$ cat config.mk
export PLATFORM = sky130hd
export DESIGN_NAME = mem_access_unit_flat
export DESIGN_NICKNAME = d
export VERILOG_FILES = /design/src/rtl/mem_access_unit_pkg.sv /design/src/rtl/mem_access_unit_if.sv /design/src/rtl/mem_access_unit_lane_align.sv /design/src/rtl/mem_access_unit.sv /design/src/flat_wrapper.sv
export SDC_FILE = /design/constraint.sdc
export NUM_CORES = 1
export LEC_CHECK = 0
export CORE_MARGIN = 2
export CORE_UTILIZATION = 30
export CTS_CLUSTER_SIZE = 14
export DETAILED_ROUTE_END_ITERATION = 16
export PLACE_DENSITY = 0.67
export SYNTH_ARGS = -nofsm -noshare
export SYNTH_HDL_FRONTEND = slang
export SYNTH_HIERARCHICAL = 1
export SYNTH_SLANG_ARGS = --single-unit
$ cat constraint.sdc
create_clock -name clk -period 2.2 [get_ports clk]
set_clock_uncertainty 0.1 [all_clocks]
set_input_delay 0.22 -clock clk [delete_from_list [all_inputs] [get_ports clk]]
set_output_delay 0.22 -clock clk [all_outputs]
set_load 0.01 [all_outputs]
$ cat src/rtl/mem_access_unit_pkg.sv
// Shared definitions for the MEM-stage load/store initiator: size codes,
// FSM state encoding, data-memory address width and lane helpers.
package mem_access_unit_pkg;

    localparam int DM_ADDR_W = 32;

    localparam logic [1:0] SIZE_BYTE = 2'd0;
    localparam logic [1:0] SIZE_HALF = 2'd1;
    localparam logic [1:0] SIZE_WORD = 2'd2;

    typedef enum logic [1:0] {
        ST_IDLE = 2'd0,
        ST_BUSY = 2'd1,
        ST_RESP = 2'd2
    } state_t;

    // Byte lane actually used: halves only honour addr[1], words start at lane 0.
    function automatic logic [1:0] lane_offset(input logic [1:0] size,
                                               input logic [1:0] addr_lo);
        case (size)
            SIZE_BYTE: return addr_lo;
            SIZE_HALF: return {addr_lo[1], 1'b0};
            SIZE_WORD: return 2'b00;
            default:   return 2'b00;
        endcase
    endfunction

    function automatic logic is_misaligned(input logic [1:0] size,
                                           input logic [1:0] addr_lo);
        case (size)
            SIZE_BYTE: return 1'b0;
            SIZE_HALF: return addr_lo[0];
            default:   return addr_lo != 2'b00;
        endcase
    endfunction

endpackage

$ cat src/rtl/mem_access_unit_if.sv
// Data-memory request/response bus between the MEM-stage initiator (master)
// and the data memory (slave).
interface mem_access_unit_if;

    logic                                   mem_req;
    logic                                   mem_we;
    logic [mem_access_unit_pkg::DM_ADDR_W-1:0] mem_addr;
    logic [3:0]                             mem_be;
    logic [31:0]                            mem_wdata;
    logic                                   mem_ack;
    logic [31:0]                            mem_rdata;

    modport master (
        output mem_req,
        output mem_we,
        output mem_addr,
        output mem_be,
        output mem_wdata,
        input  mem_ack,
        input  mem_rdata
    );

    modport slave (
        input  mem_req,
        input  mem_we,
        input  mem_addr,
        input  mem_be,
        input  mem_wdata,
        output mem_ack,
        output mem_rdata
    );

endinterface

$ cat src/rtl/mem_access_unit_lane_align.sv
// Combinational byte-lane steering: store data/byte-enable generation and
// load data extraction with sign or zero extension.
module mem_lane_align
    import mem_access_unit_pkg::*;
(
    input  logic [1:0]  st_size,
    input  logic [1:0]  st_addr_lo,
    input  logic [31:0] st_data,
    output logic [3:0]  st_be,
    output logic [31:0] st_wdata,
    input  logic [1:0]  ld_size,
    input  logic        ld_unsigned,
    input  logic [1:0]  ld_addr_lo,
    input  logic [31:0] ld_rdata,
    output logic [31:0] ld_result
);

    logic [1:0]  st_lane;
    logic [1:0]  ld_lane;
    logic [31:0] ld_shifted;

    assign st_lane    = lane_offset(st_size, st_addr_lo);
    assign ld_lane    = lane_offset(ld_size, ld_addr_lo);
    assign ld_shifted = ld_rdata >> {ld_lane, 3'b000};

    always_comb begin
        st_be    = 4'b1111;
        st_wdata = st_data;
        case (st_size)
            SIZE_BYTE: begin
                st_be    = 4'b0001 << st_lane;
                st_wdata = {4{st_data[7:0]}};
            end
            SIZE_HALF: begin
                st_be    = st_lane[1] ? 4'b1100 : 4'b0011;
                st_wdata = {2{st_data[15:0]}};
            end
            default: begin
                st_be    = 4'b1111;
                st_wdata = st_data;
            end
        endcase
    end

    always_comb begin
        ld_result = ld_shifted;
        case (ld_size)
            SIZE_BYTE: ld_result = {{24{~ld_unsigned & ld_shifted[7]}}, ld_shifted[7:0]};
            SIZE_HALF: ld_result = {{16{~ld_unsigned & ld_shifted[15]}}, ld_shifted[15:0]};
            default:   ld_result = ld_shifted;
        endcase
    end

endmodule

$ cat src/rtl/mem_access_unit.sv
// MEM-stage load/store initiator: one op at a time, held request until ack,
// ack timeout abort. Define MEM_ALIGN_CHECK_EN to reject misaligned half/word ops.
module mem_access_unit
    import mem_access_unit_pkg::*;
#(
    parameter int unsigned TIMEOUT_CYCLES = 255,
    parameter int unsigned TO_W           = 8
) (
    input  logic                   clk,
    input  logic                   reset,
    input  logic                   op_valid,
    input  logic                   op_load,
    input  logic                   op_store,
    input  logic [1:0]             op_size,
    input  logic                   op_unsigned,
    input  logic [DM_ADDR_W-1:0]   op_addr,
    input  logic [31:0]            op_wdata,
    output logic                   stall,
    output logic                   done,
    output logic                   err,
    output logic [31:0]            ld_data,
    mem_access_unit_if.master      mem
);

    localparam logic [TO_W-1:0] TO_LIMIT = TO_W'(TIMEOUT_CYCLES);

    state_t                 state;
    logic [TO_W-1:0]        to_cnt;
    logic                   accept;
    logic [1:0]             size_q;
    logic [1:0]             addr_lo_q;
    logic                   uns_q;
    logic                   req_q;
    logic                   we_q;
    logic [DM_ADDR_W-1:0]   addr_q;
    logic [3:0]             be_q;
    logic [31:0]            wdata_q;
    logic [3:0]             st_be;
    logic [31:0]            st_wdata;
    logic [31:0]            ld_result;

    assign accept = op_valid && (op_load || op_store);
    assign stall  = ((state == ST_IDLE) && accept) || (state == ST_BUSY);

    assign mem.mem_req   = req_q;
    assign mem.mem_we    = we_q;
    assign mem.mem_addr  = addr_q;
    assign mem.mem_be    = be_q;
    assign mem.mem_wdata = wdata_q;

    mem_lane_align u_lane_align (
        .st_size     (op_size),
        .st_addr_lo  (op_addr[1:0]),
        .st_data     (op_wdata),
        .st_be       (st_be),
        .st_wdata    (st_wdata),
        .ld_size     (size_q),
        .ld_unsigned (uns_q),
        .ld_addr_lo  (addr_lo_q),
        .ld_rdata    (mem.mem_rdata),
        .ld_result   (ld_result)
    );

    // Request fields are captured once at accept so they stay frozen while mem_req is up.
    always_ff @(posedge clk or negedge reset) begin
        if (!reset) begin
            state     <= ST_IDLE;
            to_cnt    <= '0;
            size_q    <= SIZE_BYTE;
            addr_lo_q <= 2'b00;
            uns_q     <= 1'b0;
            req_q     <= 1'b0;
            we_q      <= 1'b0;
            addr_q    <= '0;
            be_q      <= '0;
            wdata_q   <= '0;
            done      <= 1'b0;
            err       <= 1'b0;
            ld_data   <= '0;
        end else begin
            done <= 1'b0;
            case (state)
                ST_IDLE: begin
                    if (accept) begin
                        size_q    <= op_size;
                        addr_lo_q <= op_addr[1:0];
                        uns_q     <= op_unsigned;
                        we_q      <= !op_load;
                        addr_q    <= {op_addr[DM_ADDR_W-1:2], 2'b00};
                        be_q      <= st_be;
                        wdata_q   <= st_wdata;
                        to_cnt    <= '0;
`ifdef MEM_ALIGN_CHECK_EN
                        if (is_misaligned(op_size, op_addr[1:0])) begin
                            state <= ST_RESP;
                            done  <= 1'b1;
                            err   <= 1'b1;
                        end else
`endif
                        begin
                            state <= ST_BUSY;
                            req_q <= 1'b1;
                        end
                    end
                end
                ST_BUSY: begin
                    if (mem.mem_ack) begin
                        req_q  <= 1'b0;
                        state  <= ST_RESP;
                        done   <= 1'b1;
                        err    <= 1'b0;
                        to_cnt <= '0;
                        if (!we_q) begin
                            ld_data <= ld_result;
                        end
                    end else if ((TIMEOUT_CYCLES != 0) && (to_cnt == TO_LIMIT)) begin
                        req_q  <= 1'b0;
                        state  <= ST_RESP;
                        done   <= 1'b1;
                        err    <= 1'b1;
                        to_cnt <= '0;
                    end else begin
                        to_cnt <= to_cnt + 1'b1;
                    end
                end
                ST_RESP: begin
                    state <= ST_IDLE;
                end
                default: begin
                    state <= ST_IDLE;
                    req_q <= 1'b0;
                end
            endcase
        end
    end

endmodule

$ cat src/flat_wrapper.sv
// flat-port wrapper written by rule: the top's interface ports become plain ports
module mem_access_unit_flat import mem_access_unit_pkg::*;
#(
    parameter int unsigned TIMEOUT_CYCLES = 255,
    parameter int unsigned TO_W           = 8
)
  (clk, reset, op_valid, op_load, op_store, op_size, op_unsigned, op_addr, op_wdata, stall, done, err, ld_data, mem_mem_req, mem_mem_we, mem_mem_addr, mem_mem_be, mem_mem_wdata, mem_mem_ack, mem_mem_rdata);
  mem_access_unit_if mem_i ();
  input  logic clk;
  input  logic reset;
  input  logic op_valid;
  input  logic op_load;
  input  logic op_store;
  input  logic [1:0] op_size;
  input  logic op_unsigned;
  input  logic [DM_ADDR_W-1:0] op_addr;
  input  logic [31:0] op_wdata;
  output logic stall;
  output logic done;
  output logic err;
  output logic [31:0] ld_data;
  output wire logic [$bits(mem_i.mem_req)-1:0] mem_mem_req;
  output wire logic [$bits(mem_i.mem_we)-1:0] mem_mem_we;
  output wire logic [$bits(mem_i.mem_addr)-1:0] mem_mem_addr;
  output wire logic [$bits(mem_i.mem_be)-1:0] mem_mem_be;
  output wire logic [$bits(mem_i.mem_wdata)-1:0] mem_mem_wdata;
  input wire logic [$bits(mem_i.mem_ack)-1:0] mem_mem_ack;
  input wire logic [$bits(mem_i.mem_rdata)-1:0] mem_mem_rdata;
  assign mem_mem_req = mem_i.mem_req;
  assign mem_mem_we = mem_i.mem_we;
  assign mem_mem_addr = mem_i.mem_addr;
  assign mem_mem_be = mem_i.mem_be;
  assign mem_mem_wdata = mem_i.mem_wdata;
  assign mem_i.mem_ack = mem_mem_ack;
  assign mem_i.mem_rdata = mem_mem_rdata;
  mem_access_unit #(.TIMEOUT_CYCLES(TIMEOUT_CYCLES), .TO_W(TO_W)) u_core (.clk(clk), .reset(reset), .op_valid(op_valid), .op_load(op_load), .op_store(op_store), .op_size(op_size), .op_unsigned(op_unsigned), .op_addr(op_addr), .op_wdata(op_wdata), .stall(stall), .done(done), .err(err), .ld_data(ld_data), .mem(mem_i));
endmodule
==> results of run 1 <==
kinds of logic (layout without fill, tap and decap cells):
kind of cell / Yosys count / count (layout) / synth area share
buf+inv: 44 / 262 / 0.05194
simple gates: 45 / 45 / 0.04431
compound gates: 92 / 92 / 0.1026
mux: 136 / 136 / 0.3008
xor+xnor: 1 / 1 / 0.001484
fa+ha+maj: 1 / 1 / 0.002120
other cells: 1 / 2 / 0.0006354
flops: 117 / 117 / 0.4961
metal layers:
| layer | vias up | GRT usage | routed length (µm) |
|---|---|---|---|
| met5 | - | 0 | 0 |
| met4 | 0 | 0.05519 | 297 |
| met3 | 22 | 0.05960 | 1356 |
| met2 | 165 | 0.2469 | 7300 |
| met1 | 2146 | 0.1908 | 6789 |
| li1 | 2000 | - | - |
worst max path at each step:
stage                               endpoint  slack (ns)                 from
final                      u_core/ld_data[0]        0.10  u_core/addr_lo_q[0]
after global routing       u_core/ld_data[0]        0.02  u_core/addr_lo_q[0]
after CTS                  u_core/ld_data[0]        0.11  u_core/addr_lo_q[0]
after detailed placement  u_core/ld_data[23]        0.09    mem_mem_rdata[15]
after global placement    u_core/ld_data[21]        0.12    mem_mem_rdata[15]
after floorplan            u_core/ld_data[0]        0.30     u_core/size_q[0]
state kept, by name, indices dropped and copies added (netlist names):
register	flops
u_core/ld_data	32
u_core/to_cnt	8
u_core/err	1
u_core/done	1
u_core/mem.mem_wdata	32
u_core/mem.mem_req	1
u_core/size_q	2
u_core/addr_lo_q	2
u_core/mem.mem_be	4
u_core/uns_q	1
u_core/mem.mem_addr	30
u_core/mem.mem_we	1
u_core/state	2
metrics by stage:
step                cells  instance area, µm²  hold slack (ns)
floorplan             438                5906          -0.1756
global placement      888                8212           0.1239
detailed placement    888                8212           0.1377
CTS                   921                8847           0.2505
global route          921                8847           0.2635
finish                921                8847           0.2304
final cells by class:
| cell class | instances | area share |
|---|---|---|
| Multi-Input combinational cell | 277 | 0.3026 |
| Inverter | 6 | 0.002546 |
| Clock buffer | 20 | 0.05049 |
| Tap cell | 265 | 0.03748 |
| Sequential cell | 117 | 0.3309 |
| Clock inverter | 12 | 0.02022 |
| Timing Repair Buffer | 224 | 0.2557 |
repair_timing:
item | in CTS | in global routing
setup endpoints to repair | 0 | 0
endpoints found under the hold margin | 32 | 0
hold buffers | 1 | 0
critical path: cells and delay by family (launching register included):
family                 cells  cell delay, ns
and+or+nand+nor            2            0.47
buffers and inverters      1            0.20
DFF                        1            0.40
muxes                      2            0.81
cell usage after synthesis, drive strengths merged:
library cell / n / area (µm²)
a21o: 1 / 7.510
o21ai: 42 / 259.0
mux2: 120 / 1528
clkbuf: 5 / 18.77
o22a: 1 / 8.760
inv: 6 / 22.52
a31oi: 3 / 18.77
nand3: 1 / 5.000
a41oi: 1 / 8.760
nand4: 2 / 12.51
or3b: 1 / 8.760
dfrtp: 117 / 2928
mux4: 7 / 157.7
conb: 1 / 3.750
nand2b: 3 / 18.77
xor2: 1 / 8.760
o221ai: 1 / 8.760
and2: 1 / 6.260
nand4bb: 1 / 11.26
nor2b: 5 / 31.28
a21oi: 22 / 125.1
ha: 1 / 12.51
mux2i: 9 / 90.09
a22o: 9 / 78.83
nor3: 1 / 10.01
a22oi: 8 / 60.06
nor2: 6 / 22.52
o21bai: 4 / 30.03
and4: 1 / 8.760
nor4b: 1 / 23.77
buf: 33 / 265.3
nand2: 18 / 67.56
or3: 2 / 22.52
and3: 2 / 12.51
power by group through the flow:
stage	registers, W	clock network, W	logic [W]
floorplan	0.00373	0	0.00191
global placement	0.00346	0	0.00433
detailed placement	0.00348	0	0.00439
CTS	0.00348	0.00303	0.00441
global route	0.00358	0.00312	0.00466
finish	0.00347	0.00293	0.00435
==> out/summary.txt, run 1 <==
critical path launch point type: flip-flop
most common cell after layout, fill and taps aside: clkdlybuf4s50_1
# fillers: 1782
Cell Chain, Critical Path: nor2b_1 -> nor2b_1 -> buf_4 -> mux4_2 -> mux2_1
Die Height: 144.3 µm
first-pass iteration count of the detailed router: 4
Global Route Usage Sum: 0.1544
register area: 0.002928 mm²
DRC Markers: 0
status: finished clean
PnR worst setup slack: 0.1041 ns
internal power: 0.007541 W
register area share after synthesis: 0.4961
clk_lat worst skew: 0.40 ns
via count: 4333
Pwr Total: 0.01075 W
core area: 0.01940 mm²
Slew Viols, Final: 0
worst-margin pin slew: 0.7494 ns
DRT iter0 DRCs: 128
IO buf count: 207
largest net degree at the start of global routing: 76
clk buf depth: 2
Multi-input gate area: 0.002678 mm²
clock sink count: 117
area grow syn2layout: 49.90%
share of layout cells above drive strength 1: 0.2912
Total Wirelength: 15.75 mm
synthesized area: 0.005902 mm²
Rel. slew slack: 0.4983
reg-to-reg slack, setup: 0.10 ns
Worst Setup End Kind: flip-flop
Yosys cell types: 42
root buffer cell: clkbuf_16
vias in the first global route: 4663
Row Count: 51
TNS Setup: 0 ns
CP arrival: 2.29 ns
min Tclk post-route: 2.096 ns
antenna violations before repair: 0
io pins: 210
FF+latch count, synth: 117
wire per inst: 17.10 µm
post-cts sizing count: 0
most used cell along the critical path: nor2b_1
DP Worst Slack: 0.08823 ns
Final ANT Viol Nets: 0
commonest cells after routing, fill and taps aside: clkdlybuf4s50_1 (206), dfrtp_1 (117), mux2_2 (71)
fin nets: 749
sequential share of power: 0.323
worst r2r src: u_core/addr_lo_q[0]
clock-pin slew on the worst setup and hold paths: 0.06 ns
r2r endpoint: u_core/ld_data[0]
gr ovfl total: 0
slowest stage delay, CP: 0.51 ns
Net Switching: 0.003206 W
area of the die: 0.02081 mm²
RD Place Congestion: 0.8351
Max-Cap Viols: 0
Post-Syn Instances: 437
global-route wire length before repair: 24.84 mm
die width: 144.3 µm
Worst VDD drop: 0.0005586 V
setup repair after global routing missed its margin: no
Final Hold Violating Endpoints: 0
CTS tree: built
Clock power frac: 0.272
fin crit share: 0.9527
final setup vio count: 0
critical path class: flip-flop to flip-flop
switch share: 0.2984
H-Tree Depth: 4
Comb pwr share: 0.405
slowest stage cell on the critical path: mux4_2
Max Freq: 477.1 MHz
cts bufs inserted: 17
postcts setup bufs: 0
Synthesis Warnings: 6
pwr dens: 1215 mW/mm²
Worst R2R Path Depth: 5
diode count: 0
Final HPWL DP: 11.33 mm
Vias/cell: 4.705
Initial Util: 0.3042
worst path required time: 2.39 ns
leak pwr: 3.768 nW
Worst Hold Class: input port to asynchronous set/reset pin
CP max FO: 7
final core utilization: 0.4561
Mean Syn Cell Area: 13.51 µm²
(Power assumes the default switching activity.)
==> run 2: changes to the inputs <==
--- a/config.mk
+++ b/config.mk
@@ -5,6 +5,7 @@
 export SDC_FILE = /design/constraint.sdc
 export NUM_CORES = 1
 export LEC_CHECK = 0
+export ABC_CLOCK_PERIOD_IN_PS = 2200
 export CORE_MARGIN = 2
 export CORE_UTILIZATION = 30
 export CTS_CLUSTER_SIZE = 14
==> results of run 2 <==
No change in the layout: final DEF, timing and power equal those of run 1.
